===== config.mk =====
export PLATFORM = sky130hd
export DESIGN_NAME = hazard_ctrl
export DESIGN_NICKNAME = d
export VERILOG_FILES = /design/src/rtl/hazard_ctrl.sv
export SDC_FILE = /design/constraint.sdc
export NUM_CORES = 1
export LEC_CHECK = 0
export CORE_ASPECT_RATIO = 0.75
export CORE_MARGIN = 4
export CORE_UTILIZATION = 35
export CTS_BUF_LIST = sky130_fd_sc_hd__clkbuf_8
export CTS_CLUSTER_SIZE = 24
export DETAILED_ROUTE_END_ITERATION = 8
export PLACE_DENSITY_LB_ADDON = 0.25
export SYNTH_ARGS = -nofsm -noshare
export SYNTH_HDL_FRONTEND = slang
export SYNTH_SLANG_ARGS = --single-unit

===== constraint.sdc =====
create_clock -name clk -period 6.3 [get_ports clk]
set_input_delay 1.26 -clock clk [delete_from_list [all_inputs] [get_ports clk]]
set_output_delay 1.26 -clock clk [all_outputs]
set_load 0.1 [all_outputs]

===== src/rtl/hazard_ctrl.sv =====
// Decode-stage scheduler: per-register in-flight write scoreboard, RAW/saturation stall,
// timed pipeline flush and wrong-path fetch cancel.
module hazard_ctrl #(
    parameter int CNT_W        = 2,
    parameter int FLUSH_CYCLES = 2
) (
    input  logic       clk,
    input  logic       rst,
    input  logic       id_valid,
    input  logic [4:0] rs1,
    input  logic [4:0] rs2,
    input  logic       uses_rs1,
    input  logic       uses_rs2,
    input  logic       issue_fire,
    input  logic       issue_rd_wen,
    input  logic [4:0] issue_rd,
    input  logic       wb_fire,
    input  logic       wb_rd_wen,
    input  logic [4:0] wb_rd,
    input  logic       br_taken,
    input  logic       id_allow_in,
    input  logic       flush_req,
    output logic       hazard,
    output logic       clear_pipline,
    output logic       id_inst_cancel,
    output logic [5:0] busy_cnt
);

    localparam int FC_W = $clog2(FLUSH_CYCLES + 1);
    localparam logic [FC_W-1:0]  FC_RELOAD = FC_W'(FLUSH_CYCLES - 1);
    localparam logic [FC_W-1:0]  FC_ONE    = FC_W'(1);
    localparam logic [CNT_W-1:0] CNT_MAX   = '1;
    localparam logic [CNT_W-1:0] CNT_ONE   = CNT_W'(1);

    typedef enum logic {IDLE, FLUSH} state_t;

    state_t           state;
    logic [FC_W-1:0]  flush_cnt;
    logic             cancel_pend;
    logic [CNT_W-1:0] cnt [32];
    logic [5:0]       busy_q;
    logic [5:0]       busy_next;

    logic        idle;
    logic        inc;
    logic        dec;
    logic [31:0] inc_hit;
    logic [31:0] dec_hit;

    assign idle = (state == IDLE);
    assign inc  = issue_fire & issue_rd_wen & (issue_rd != 5'd0) & idle;
    assign dec  = wb_fire & wb_rd_wen & (wb_rd != 5'd0) & idle;

    assign inc_hit = inc ? (32'd1 << issue_rd) : 32'd0;
    assign dec_hit = dec ? (32'd1 << wb_rd) : 32'd0;

    // Entry 0 is held at zero so x0 never stalls and needs no special casing on read.
    always_ff @(posedge clk) begin
        if (rst || (idle && flush_req)) begin
            for (int r = 0; r < 32; r++) cnt[r] <= '0;
        end else begin
            cnt[0] <= '0;
            for (int r = 1; r < 32; r++) begin
                if (inc_hit[r] && !dec_hit[r] && (cnt[r] != CNT_MAX))
                    cnt[r] <= cnt[r] + CNT_ONE;
                else if (dec_hit[r] && !inc_hit[r] && (cnt[r] != '0))
                    cnt[r] <= cnt[r] - CNT_ONE;
            end
        end
    end

    always @(posedge clk) begin
        if (!rst) begin
            assert (!(dec && !inc_hit[wb_rd] && (cnt[wb_rd] == '0)))
                else $error("hazard_ctrl: writeback to r%0d with no write in flight", wb_rd);
        end
    end

    always_comb begin
        busy_next = '0;
        for (int r = 1; r < 32; r++)
            busy_next = busy_next + {5'd0, (cnt[r] != '0)};
    end

    always_ff @(posedge clk) begin
        if (rst) busy_q <= '0;
        else     busy_q <= busy_next;
    end

    always_ff @(posedge clk) begin
        if (rst) begin
            state       <= IDLE;
            flush_cnt   <= '0;
            cancel_pend <= 1'b0;
        end else begin
            case (state)
                IDLE: begin
                    if (flush_req) begin
                        state       <= FLUSH;
                        flush_cnt   <= FC_RELOAD;
                        cancel_pend <= 1'b0;
                    end else if (id_inst_cancel) begin
                        cancel_pend <= 1'b0;
                    end else if (br_taken && !id_allow_in) begin
                        cancel_pend <= 1'b1;
                    end
                end
                FLUSH: begin
                    if (flush_req)
                        flush_cnt <= FC_RELOAD;
                    else if (flush_cnt == '0)
                        state <= IDLE;
                    else
                        flush_cnt <= flush_cnt - FC_ONE;
                end
                default: state <= IDLE;
            endcase
        end
    end

    // No writeback bypass: a register retiring this cycle still stalls until the next one.
    assign hazard = id_valid & idle &
                    ((uses_rs1 & (cnt[rs1] != '0)) |
                     (uses_rs2 & (cnt[rs2] != '0)) |
                     (issue_rd_wen & (issue_rd != 5'd0) & (cnt[issue_rd] == CNT_MAX)));

    assign clear_pipline  = (state == FLUSH);
    assign id_inst_cancel = idle & ~flush_req & (br_taken | cancel_pend) & id_allow_in;
    assign busy_cnt       = busy_q;

endmodule


==> metrics <==
count leader, synth nor2_1; Post-Synthesis Cells 713; achievable clock frequency 0.178 GHz; first-pass detailed-route iteration total 5; vias 5802; Worst Path Max Fanout 4; DR WL/cell 21.2 µm; final hold violations 0; synthesized flop and latch total 72; Detail Placement HPWL 16.4 mm; Total Routing Usage GR 21.4%; met2 Usage GRT 31.9%; antenna violations before repair 0; combinational family with the most area after synthesis simple AND/OR/NAND/NOR gates; # IOs 41; Final Non-Filler Cells 986; Tmin final 5610 ps; GR Util met3 6.72%; CP Class register to register; CTS sink count 72; post-synthesis compound-gate area fraction 15.6%; IO Port Bufs 40; post-synth top area share 29.7%; DRC marker count from the first detailed-route iteration 564; P per Cell Area 338 nW/µm²; Distinct cells, synth 68; worst path arrival time 5870 ps; H-tree depth 3; CP Data Required Time 6550 ps; Slew @ Worst Pin 976 ps; main flop type after synthesis edfxtp_1; share of layout cells above drive strength 1 9.01%; Max-Cap Viols 0; drt total wl 20.9 mm; fin crit share 89.1%; top cells by count, synth nor2_1, nand2_1, edfxtp_1, inv_1, nand3_1; CTS root buffer clkbuf_8; Hold Buf Count CTS 0; ANT cells 0; Die Wd 163 µm; Final Worst Setup Slack 686 ps; critical path's top delay family adder cells; Ys Warns 0; total net switching power 1.06 mW; Seq/Total Area, Yosys 32.9%; worst skew pair latency 380 ps; WP buf/inv 5; post-synthesis cell area 6270 µm²; clk slew on worst S/H paths 70 ps; gr busiest metal met2; Startpoint Class register; Rel. slew slack 34.7%; CTS tree yes; final slew viol count 0; Area contributors post-synth edfxtp_1, fa_1, nor2_1; CTS Buf Count 9; largest net degree at the start of global routing 36; # Post-CTS Setup Buffers 0; maximum vdd drop 0.331 mV; nets 804; Reg power frac 26.1%; setup tns final 0 ps; Switching Fraction 44.4%; power share of the combinational group 60.4%; Hold WC Path Type register to register; final setup skew 12.4 ps; asr flop ratio synth 0%; die span in y 124 µm; critical-path cell list nor2_1 > inv_1 > fa_1 > fa_1 > fa_1 > fa_1 > inv_1 > fa_1 > fa_1 > inv_1 > fa_1 > inv_1 > fa_1 > inv_1 > a21o_1 > a21oi_1 > xor2_1 > nor2_1; EDFF count, synth 62; Initial Util 35.6%; peak per-stage delay on the critical path 550 ps; P_int 1.32 mW; CORE AREA 17600 µm²; RSZ-0062 raised after global routing false; most used cell, CP fa_1; global route overflow 0; Clock Path Buffers 2; Post-Place Setup Slack 702 ps; first-pass GRT wire length 32.1 mm; Synth area leader edfxtp_1; Via-to-Cell Ratio 5.88; Post-Synth XOR/XNOR Area 3.21%; Min Hold Slack 509 ps; P_leak 2.52 nW; Clk pwr share 13.6%; area delta synth->final 12.4%; CP endpoint kind register; PostCTS Resize Cnt 0; global placer's final weighted congestion 0.911; vias in the first global route 5536; Antenna Nets Post-Route 0; CP max stage cell fa_1; Mapped Nets 778; post-synthesis mux area share 7.45%; full die area 20100 µm²; row cnt 42; # DRC 0; placed cells 970; Synth Area in Adders 9.34%; outcome complete, no violations; post-synthesis simple-gate area fraction 25.8%; Mean Syn Cell Area 8.79 µm²; Setup violations, final 0; met1 track demand over resource 30.1%
-- worst min-delay path, cell delays in order, from the launching register on --
cell       delay [ps]
dfxtp_1           310
nor2_1             90
a2111oi_0          60
-- power by group through the flow --
stage | combinational, mW | clock, mW | sequential [mW]
after floorplan | 1.08 | 0 | 0.719
after global placement | 1.44 | 0 | 0.628
after detailed placement | 1.47 | 0 | 0.632
after CTS | 1.47 | 0.332 | 0.621
after global routing | 1.66 | 0.355 | 0.629
final | 1.44 | 0.323 | 0.621
-- cell families after synthesis --
| group | Yosys count |
|---|---|
| and+or+nand+nor | 334 |
| DFF | 72 |
| muxes | 27 |
| buffers and inverters | 89 |
| adders and majority gates | 33 |
| xor gates and xnor gates | 23 |
| AOI/OAI and AO/OA | 135 |
-- final timing paths --
check / cells past startpoint / start / end / slack (ps)
max: 18 / cnt[8][0]$_SDFFCE_PN0P_ / busy_cnt[4]$_SDFF_PP0_ / 690
min: 2 / flush_cnt[1]$_SDFFE_PP0P_ / flush_cnt[1]$_SDFFE_PP0P_ / 510
max reg2reg: 18 / cnt[8][0]$_SDFFCE_PN0P_ / busy_cnt[4]$_SDFF_PP0_ / 690
min reg2reg: 2 / flush_cnt[1]$_SDFFE_PP0P_ / flush_cnt[1]$_SDFFE_PP0P_ / 510
-- metal layers --
metal	vias up	wire length [µm]
met4	0	439
met1	2826	9330
met3	41	2160
met5	-	0
li1	2645	-
met2	290	9010
-- per-stage QoR --
| stage | total power [mW] | util [%] | instance area, µm² |
|---|---|---|---|
| detailed placement | 2.10 | 39.1 | 6890 |
| CTS | 2.42 | 40.0 | 7040 |
| global route | 2.65 | 40.0 | 7040 |
| finish | 2.38 | 40.0 | 7040 |
| global placement | 2.07 | 39.1 | 6890 |
| floorplan | 1.80 | - | 6270 |
-- state kept, by name (all words and copies together), names as in the netlist --
name	flops
busy_cnt	6
cancel_pend	1
clear_pipline	1
cnt	62
flush_cnt	2
-- layout by cell type, fill, tap and decap left out, types with 11 or more instances in the layout --
cell             netlist  final
nand3_1               38     38
nand2_1               83     83
xnor2_1               18     18
inv_1                 53     55
or3_1                 11     11
o311ai_0              16     16
clkdlybuf4s50_1        0     39
a21oi_1               29     29
nor3_1                24     24
fa_1                  23     23
o21ai_0               18     18
mux4_2                15     15
nor2_1               104    104
buf_4                  0     11
nor2b_1               11     11
edfxtp_1              62     62
-- area by class of cell --
cell class              instances  area (µm²)
fillers                      1778       10600
multi-input cells             552        3850
flip-flops and latches         72        2060
repair buffers                 50         473
well taps                     242         303
inverters                      54         203
clock buffers                   9         124
clock inverters                 7        31.3
No activity file was read; power rests on OpenSTA's default activity.
